**src/rtl/exp_prod_sched_if.sv**
```systemverilog
// Handshake and operand bundle between the product scheduler and its producer/consumer.
// Operands and result are unsigned fixed-point words, 26 bits wide.
interface exp_prod_sched_if;
  logic        mul_valid;
  logic [25:0] multiplier_0;
  logic [25:0] multiplier_1;
  logic [25:0] multiplier_2;
  logic [25:0] multiplier_3;
  logic [25:0] multiplier_4;
  logic [25:0] multiplier_5;
  logic        busy;
  logic [25:0] result;
  logic        ovf;
  logic        res_valid;
  logic        res_ready;
  logic        drop;

  modport master (
    output mul_valid,
    output multiplier_0, multiplier_1, multiplier_2,
    output multiplier_3, multiplier_4, multiplier_5,
    output res_ready,
    input  busy, result, ovf, res_valid, drop
  );

  modport slave (
    input  mul_valid,
    input  multiplier_0, multiplier_1, multiplier_2,
    input  multiplier_3, multiplier_4, multiplier_5,
    input  res_ready,
    output busy, result, ovf, res_valid, drop
  );
endinterface

```
**src/rtl/exp_prod_sched.sv**
```systemverilog
// Sequential fixed-point product of six captured operands, one multiply per cycle,
// with saturation tracking and a valid/ready result handshake.
module exp_prod_sched #(
  parameter int FRAC_W = 11
) (
  input logic              clk,
  input logic              rst_n,
  exp_prod_sched_if.slave  bus
);

  localparam int OP_W   = 26;
  localparam int PROD_W = 2 * OP_W;
  localparam int N_OPS  = 6;

  typedef enum logic [1:0] {
    IDLE = 2'b00,
    MUL  = 2'b01,
    DONE = 2'b10
  } state_t;

  state_t            state_reg;
  state_t            state_next;
  logic [OP_W-1:0]   op_in  [N_OPS];
  logic [OP_W-1:0]   op_reg [N_OPS];
  logic [2:0]        cnt_reg;
  logic [OP_W-1:0]   acc_reg;
  logic [OP_W-1:0]   result_reg;
  logic              ovf_reg;
  logic              drop_reg;
  logic [OP_W-1:0]   cur_op;
  logic [PROD_W-1:0] product;
  logic              sat_hit;
  logic [OP_W-1:0]   acc_step;
  logic              sat_step;
  logic              busy_c;
  logic              res_valid_c;

  assign op_in[0] = bus.multiplier_0;
  assign op_in[1] = bus.multiplier_1;
  assign op_in[2] = bus.multiplier_2;
  assign op_in[3] = bus.multiplier_3;
  assign op_in[4] = bus.multiplier_4;
  assign op_in[5] = bus.multiplier_5;

  // State register
  always_ff @(posedge clk or negedge rst_n) begin
    if (!rst_n) state_reg <= IDLE;
    else        state_reg <= state_next;
  end

  // Next-state logic; the unused encoding falls back to IDLE
  always_comb begin
    state_next = IDLE;
    case (state_reg)
      IDLE:    state_next = bus.mul_valid ? MUL : IDLE;
      MUL:     state_next = (cnt_reg == 3'd5) ? DONE : MUL;
      DONE:    state_next = bus.res_ready ? IDLE : DONE;
      default: state_next = IDLE;
    endcase
  end

  // Output decode
  always_comb begin
    busy_c      = 1'b0;
    res_valid_c = 1'b0;
    case (state_reg)
      MUL:     busy_c = 1'b1;
      DONE: begin
        busy_c      = 1'b1;
        res_valid_c = 1'b1;
      end
      default: ;
    endcase
  end

  always_comb begin
    cur_op = '0;
    for (int i = 0; i < N_OPS; i++) begin
      if (cnt_reg == 3'(i)) cur_op = op_reg[i];
    end
  end

  assign product = {{OP_W{1'b0}}, acc_reg} * {{OP_W{1'b0}}, cur_op};
  assign sat_hit = |(product >> (OP_W + FRAC_W));

  // A zero operand marks an unused slot; once saturated the accumulator is pinned at full scale
  always_comb begin
    acc_step = acc_reg;
    sat_step = 1'b0;
    if (cur_op != '0) begin
      if (ovf_reg || sat_hit) begin
        acc_step = '1;
        sat_step = 1'b1;
      end else begin
        acc_step = OP_W'(product >> FRAC_W);
      end
    end
  end

  always_ff @(posedge clk or negedge rst_n) begin
    if (!rst_n) begin
      for (int i = 0; i < N_OPS; i++) op_reg[i] <= '0;
      cnt_reg    <= '0;
      acc_reg    <= '0;
      result_reg <= '0;
      ovf_reg    <= 1'b0;
      drop_reg   <= 1'b0;
    end else begin
      drop_reg <= bus.mul_valid && ((state_reg == MUL) || (state_reg == DONE));
      case (state_reg)
        IDLE: begin
          if (bus.mul_valid) begin
            for (int i = 0; i < N_OPS; i++) op_reg[i] <= op_in[i];
            acc_reg <= OP_W'(26'd1 << FRAC_W);
            cnt_reg <= '0;
            ovf_reg <= 1'b0;
          end
        end
        MUL: begin
          acc_reg    <= acc_step;
          result_reg <= acc_step;
          ovf_reg    <= ovf_reg | sat_step;
          cnt_reg    <= cnt_reg + 3'd1;
        end
        default: ;
      endcase
    end
  end

  assign bus.busy      = busy_c;
  assign bus.res_valid = res_valid_c;
  assign bus.result    = result_reg;
  assign bus.ovf       = ovf_reg;
  assign bus.drop      = drop_reg;

endmodule

```
**src/flat_wrapper.sv**
```systemverilog
// flat-port wrapper written by rule: the top's interface ports become plain ports
module exp_prod_sched_flat 
#(
  parameter int FRAC_W = 11
)
  (clk, rst_n, bus_mul_valid, bus_multiplier_0, bus_multiplier_1, bus_multiplier_2, bus_multiplier_3, bus_multiplier_4, bus_multiplier_5, bus_res_ready, bus_busy, bus_result, bus_ovf, bus_res_valid, bus_drop);
  exp_prod_sched_if bus_i ();
  input logic clk;
  input logic rst_n;
  input wire logic [$bits(bus_i.mul_valid)-1:0] bus_mul_valid;
  input wire logic [$bits(bus_i.multiplier_0)-1:0] bus_multiplier_0;
  input wire logic [$bits(bus_i.multiplier_1)-1:0] bus_multiplier_1;
  input wire logic [$bits(bus_i.multiplier_2)-1:0] bus_multiplier_2;
  input wire logic [$bits(bus_i.multiplier_3)-1:0] bus_multiplier_3;
  input wire logic [$bits(bus_i.multiplier_4)-1:0] bus_multiplier_4;
  input wire logic [$bits(bus_i.multiplier_5)-1:0] bus_multiplier_5;
  input wire logic [$bits(bus_i.res_ready)-1:0] bus_res_ready;
  output wire logic [$bits(bus_i.busy)-1:0] bus_busy;
  output wire logic [$bits(bus_i.result)-1:0] bus_result;
  output wire logic [$bits(bus_i.ovf)-1:0] bus_ovf;
  output wire logic [$bits(bus_i.res_valid)-1:0] bus_res_valid;
  output wire logic [$bits(bus_i.drop)-1:0] bus_drop;
  assign bus_i.mul_valid = bus_mul_valid;
  assign bus_i.multiplier_0 = bus_multiplier_0;
  assign bus_i.multiplier_1 = bus_multiplier_1;
  assign bus_i.multiplier_2 = bus_multiplier_2;
  assign bus_i.multiplier_3 = bus_multiplier_3;
  assign bus_i.multiplier_4 = bus_multiplier_4;
  assign bus_i.multiplier_5 = bus_multiplier_5;
  assign bus_i.res_ready = bus_res_ready;
  assign bus_busy = bus_i.busy;
  assign bus_result = bus_i.result;
  assign bus_ovf = bus_i.ovf;
  assign bus_res_valid = bus_i.res_valid;
  assign bus_drop = bus_i.drop;
  exp_prod_sched #(.FRAC_W(FRAC_W)) u_core (.clk(clk), .rst_n(rst_n), .bus(bus_i));
endmodule
```
**config.mk**
```make
export PLATFORM = sky130hd
export DESIGN_NAME = exp_prod_sched_flat
export DESIGN_NICKNAME = d
export VERILOG_FILES = /design/src/rtl/exp_prod_sched_if.sv /design/src/rtl/exp_prod_sched.sv /design/src/flat_wrapper.sv
export SDC_FILE = /design/constraint.sdc
export NUM_CORES = 2
export LEC_CHECK = 0
export BUFFER_PORTS_ARGS = -buffer_cell sky130_fd_sc_hd__clkbuf_2
export CORE_MARGIN = 3
export CORE_UTILIZATION = 47
export CTS_CLUSTER_SIZE = 24
export DETAILED_ROUTE_END_ITERATION = 10
export HOLD_SLACK_MARGIN = 0.06
export PLACE_DENSITY_LB_ADDON = 0.15
export SKIP_CTS_REPAIR_TIMING = 1
export SYNTH_ARGS = -nofsm -noshare
export SYNTH_HDL_FRONTEND = slang
export SYNTH_SLANG_ARGS = --single-unit
```
**constraint.sdc**
```tcl
create_clock -name clk -period 27.6 [get_ports clk]
set_input_delay 0 -clock clk [delete_from_list [all_inputs] [get_ports clk]]
set_output_delay 0 -clock clk [all_outputs]
set_load 0.05 [all_outputs]
```
# [Word-level counts from Yosys, hierarchy flattened]
# Cells that the tools add are included.
# Widths: inputs -> output; s select.
[classes] n_addsub=1 multipliers=1 n_div=0 order_cmp=0 n_eq_ne=8 shifts=0 mux=22 bitwise_logic=1 reduce_logical=11
[op_table] operator="$mux 26" n=9
[op_table] operator="$mul 26x26->52" n=1
[op_table] operator="$pmux 26 s2" n=1
[op_table] operator="$reduce_bool 26->1" n=1
[op_table] operator="$reduce_or 15->1" n=1
[op_table] operator="$eq 3x2->1 const B" n=2
[op_table] operator="$eq 3x3->1 const B" n=2
[op_table] operator="$mux 1" n=6
[op_table] operator="$pmux 2 s3" n=1
[op_table] operator="$pmux 3 s2" n=1
[op_table] operator="$mux 2" n=2
[op_table] operator="$reduce_and 2->1" n=2
[op_table] operator="$add 3x1->3 const B" n=1
[op_table] operator="$eq 3x1->1 const B" n=1
[op_table] operator="$logic_not 3->1" n=1
[op_table] operator="$mux 3" n=1
[op_table] operator="$eq 2x1->1 const B" n=1
[op_table] operator="$eq 2x2->1 const B" n=1
[op_table] operator="$logic_not 2->1" n=1
[op_table] operator="$logic_or 1x1->1" n=2
[op_table] operator="$ne 2x2->1 const B" n=1
[op_table] operator="$pmux 1 s2" n=1
[op_table] operator="$reduce_bool 2->1" n=1
[op_table] operator="$reduce_or 2->1" n=1
[op_table] operator="other kinds (2)" n=2
[totals] regBits=215 latchBits=0 ram_bits=0 rom_bits=0 in_bits=160 output_inout_bits=30 elab_cells=56 memories=0

# [Depth between registers and ports, before layout]
[logic_depth] depth_word=14 ltp_mapped=38 mapped_depth_nobuf=32

# [Worst setup path after synthesis]
# Ideal clock, no wire load.
[synth_timing] path_kind="reg2reg" startpoint="register u_core.cnt_reg[2]" endpoint="register u_core.result_reg[10] (netlist: u_core.bus.result[10])" setup_time_ns=0.141 arrival_ns=8.996 required_time_ns=27.459 slack_ns=18.463 stages_incl_launch_ff=38 path_buffers=6 synth_period_minus_slack_ns=9.137 cell_sequence="dfrtp_1 -> buf_2 -> inv_1 -> ha_1 -> or2_1 -> buf_2 -> buf_2 -> a211oi_1 -> a2bb2oi_1 -> clkbuf_1 -> nand2_1 -> fa_1 -> inv_1 -> fa_1 -> inv_1 -> fa_1 -> inv_1 -> fa_1 -> [2 not listed] -> inv_1 -> fa_1 -> inv_1 -> fa_1 -> inv_1 -> ha_1 -> clkbuf_1 -> a21oi_1 -> o21ai_0 -> a211oi_1 -> o21bai_1 -> a22o_1 -> or3_1 -> a2111oi_4 -> nand4_4 -> nor3_2 -> buf_4 -> a31oi_1"
[synth_between] elab_chain_cells=12 elab_cells_between_ends=18 classes_between="mul (1); eq/ne (5); mux (8); reduce/logical (4)"
[synth_rtl] item="start, declared" line_no="exp_prod_sched.sv:25" source="logic [2:0] cnt_reg;"
[synth_rtl] item="start signal, assigned" line_no="exp_prod_sched.sv:123" source="cnt_reg <= cnt_reg + 3'd1;"
[synth_rtl] item="$logic_not 3->1" line_no="exp_prod_sched.sv:79" source="if (cnt_reg == 3'(i)) cur_op = op_reg[i];"
[synth_rtl] item="$mux 26 (5 in a row)" line_no="exp_prod_sched.sv:79"
[synth_rtl] item="$mux 26 *" line_no="exp_prod_sched.sv:79"
[synth_rtl] item="$mul 26x26->52" line_no="exp_prod_sched.sv:83" source="assign product = {{OP_W{1'b0}}, acc_reg} * {{OP_W{1'b0}}, cur_op};"
[synth_rtl] item="$reduce_or 15->1" line_no="exp_prod_sched.sv:84" source="assign sat_hit = |(product >> (OP_W + FRAC_W));"
[synth_rtl] item="$logic_or 1x1->1" line_no="exp_prod_sched.sv:91" source="if (ovf_reg || sat_hit) begin"
[synth_rtl] item="$mux 26" line_no="exp_prod_sched.sv:91"
[synth_rtl] item="$mux 26 *" line_no="exp_prod_sched.sv:90" source="if (cur_op != '0) begin"
[synth_rtl] item="end signal, assigned" line_no="exp_prod_sched.sv:121" source="result_reg <= acc_step;"
[synth_rtl] item="end, declared" line_no="exp_prod_sched.sv:27" source="logic [OP_W-1:0] result_reg;"
# Mark *: on every way between the ends. The rest lies on a longest branch, timed or not.
# A chain may end at the register's enable or synchronous reset.

# [Worst setup path in the final report]
[layout_timing] startpoint="register u_core.cnt_reg[2]" endpoint="register u_core.result_reg[3] (netlist: u_core.bus.result[3])"
# The elaborated chain is that of the path after synthesis.

==> out/results.tsv <==
stage	metric	value	unit
cells_and_area	Final Util	54.02	%
global_routing	first-pass GRT wire length	157000	um
yosys	Yosys reg bits	215	
timing	minimum clock period	11370	ps
global_routing	pin count of the biggest net entering global routing	136	
global_routing	All-Layer GR Usage	27.69	%
yosys	area share of the largest cell type after synthesis	34.87	%
yosys	mux share of post-synthesis cell area	5.599	%
yosys	combinational family with the most area after synthesis	adder cells	
route	total vias in the final route	25510	
timing	Slew Limit Fails	0	
route	total length of routed wires	101700	um
cts	CTS Buf Count	25	
cts	Num Clock Sinks	215	
route	drt pass-1 iters	5	
timing	period utilization	41.20	%
route	DR DRC count	0	
floorplanning	Ports	190	
timing	Fin Setup TNS	0	ps
timing	Max-slew headroom	26.42	%
setup_path	CP Launch Type	register	
yosys	Post-synth EDFFs	0	
yosys	post-synthesis cell area	32900	sq um
yosys	Gate Count Post-Synth	3488	
floorplanning	chip width	270.6	um
setup_path	cell mode on critical path	fa_1	
floorplanning	die area	73200	sq um
cells_and_area	Largest register FFs	156	
cts	Max Root-Sink Buffers	3	
yosys	Avg Inst Size Synth	9.431	sq um
timing	FMAX	87.93	MHz
cts	clock latency on the worst-skew pair	560	ps
global_routing	number of global-route vias before repair	26410	
yosys	sequential element share of the synthesized area	16.35	%
setup_path	CP max-delay cell	nor3_4	
timing	RSZ-0062 raised after global routing	false	
hold_path	worst min-delay path category	input port to asynchronous set/reset pin	
setup_path	CP required	27970	ps
yosys	Async S/R FF share, synth	100.0	%
placed_design	dpl hpwl	75570	um
global_routing	initial antenna violation count	7	
cells_and_area	area grow syn2layout	13.22	%
global_routing	grt total ovfl	0	
route	wire per inst	21.76	um
yosys	cell taking the most area after synthesis	fa_1	
yosys	Synth Net Count	4417	
floorplanning	Die Ht	270.6	um
yosys	Synth area leaders	fa_1 (35%), dfrtp_1 (16%), inv_1 (7.5%), ha_1 (7.5%), and2_1 (7.0%)	
cts	CTS H-tree lvls	1	
setup_path	crit path DAT	11740	ps
yosys	most frequent cell after synthesis	inv_1	
outcome	status	finished, final reports clean	
floorplanning	Site Rows	96	
yosys	Adder-Cell Fraction of Synth Area	42.32	%
route	Vias/cell	5.459	
cts	CTS tree	done	
timing	Hold Vio Cnt, Final	0	
timing	Fin Clk Skew	24.69	ps
timing	Final Setup Violations	0	
cells_and_area	Layout Nets	4648	
timing	Slew @ Worst Pin	1104	ps
placed_design	Routability Congestion	0.9858	
setup_path	max incr delay on CP	940	ps
floorplanning	Core ar.	68950	sq um
yosys	Primary FF master, synth	dfrtp_1	
cells_and_area	layout cells sized above 1	13.89	%
yosys	Yosys cell types	85	
route	Iteration-0 DRC Markers	1579	
yosys	YS warnings	0	
yosys	Post-Synth Simple-Gate Area	16.43	%
floorplanning	starting density of the core	47.71	%
flow_run	Max Cap Viol	0	
setup_path	CP Max Fanout	34	
placed_design	I/O Buffers	189	
yosys	post-synthesis xor/xnor area fraction	0.7987	%
cts	Root Buffer	clkbuf_16	
setup_path	Setup CP Type	register to register	
setup_path	Worst Setup End Kind	register	
route	antenna viol nets, final	0	
cts	clock-pin slew on the worst setup and hold paths	60	ps
yosys	synth cell count leaders	inv_1 (657), fa_1 (573), nand2_1 (383)	
yosys	post-synthesis compound-gate area fraction	8.417	%
==> cells by family (layout without fill, tap and decap cells) <==
family / Yosys count / after routing
buffers and inverters: 865 / 1113
AOI/OAI and AO/OA: 402 / 402
adders and majority gates: 769 / 769
and+or+nand+nor: 1043 / 1043
xor gates and xnor gates: 30 / 30
other: 0 / 6
DFF: 215 / 215
muxes: 164 / 164
==> area by class of cell <==
| type | count | area (sq um) |
|---|---|---|
| diodes | 6 | 15.01 |
| repair buffers | 411 | 3020 |
| clock inverters | 6 | 81.33 |
| inverters | 658 | 2470 |
| clock buffers | 38 | 754.5 |
| multi-input cells | 2408 | 24360 |
| well taps | 931 | 1165 |
| flip-flops and latches | 215 | 5380 |
| fillers | 6316 | 31700 |
==> path summary, 6_finish.rpt <==
check | end | cells past startpoint | slack (ps) | start
min in group clk | u_core.op_reg[136] | 3 | 220 | bus_multiplier_0[6]
worst max-delay path | u_core.bus.result[3] | 32 | 16230 | u_core.cnt_reg[2]
worst max register to register | u_core.bus.result[3] | 32 | 16230 | u_core.cnt_reg[2]
max in group asynchronous | u_core.acc_reg[5] | 3 | 25740 | rst_n
worst min-delay path | u_core.op_reg[116] | 2 | 170 | rst_n
worst min register to register | u_core.op_reg[5] | 1 | 500 | u_core.op_reg[5]
==> placed cells by master, fill, tap and decap left out, types with 7 or more instances in the layout <==
master,synthesis,final
ha_1,196,192
o22ai_1,30,30
nand2_1,383,382
nand2b_1,20,20
nor2b_1,43,43
nand3_1,14,14
o211ai_1,10,10
o21ai_0,69,69
nand4_1,27,27
nor2_1,95,95
a31oi_1,26,25
nor3_1,20,20
o21a_1,7,7
nand3b_1,24,24
o221ai_2,13,13
o221ai_1,8,8
clkbuf_2,1,188
fa_1,573,573
and2_1,367,367
dfrtp_1,215,215
dlygate4sd3_1,0,159
a21oi_1,115,112
a211oi_1,25,25
buf_4,7,63
inv_1,657,657
xor2_1,14,14
clkbuf_16,0,25
a2bb2oi_2,0,12
mux2_2,160,160
xnor2_1,16,16
nor4_1,13,13
clkbuf_8,0,8
==> worst max-delay path, delay by kind of cell (launching register included) <==
family          cells  cell delay (ps)
fa+ha+maj           9             4270
compound gates      6             1830
flops               1              340
simple gates        8             3170
buf+inv             9             1530
==> stage by stage <==
| stage | hold WS [ps] | area, sq um | setup WS, ps | cells |
|---|---|---|---|---|
| floorplan | -295.6 | 32900 | 18460 | 3488 |
| global placement | 207.2 | 34800 | 16500 | 4464 |
| detailed placement | 207.0 | 34800 | 16530 | 4464 |
| CTS | -367.6 | 35640 | 16370 | 4508 |
| global route | 225.8 | 37240 | 15880 | 4670 |
| finish | 169.0 | 37250 | 16230 | 4673 |
==> per-layer routing <==
metal,GRT usage (%),wire length [um],vias up
met4,6.459,2988,0
met3,3.618,5926,150
li1,-,-,11350
met2,45.75,48420,816
met5,0,0,-
met1,39.04,44370,13200
Power is left out: the tool's default activity adds up to more than one toggle a clock period on the data nets, which glitch-free logic cannot reach.
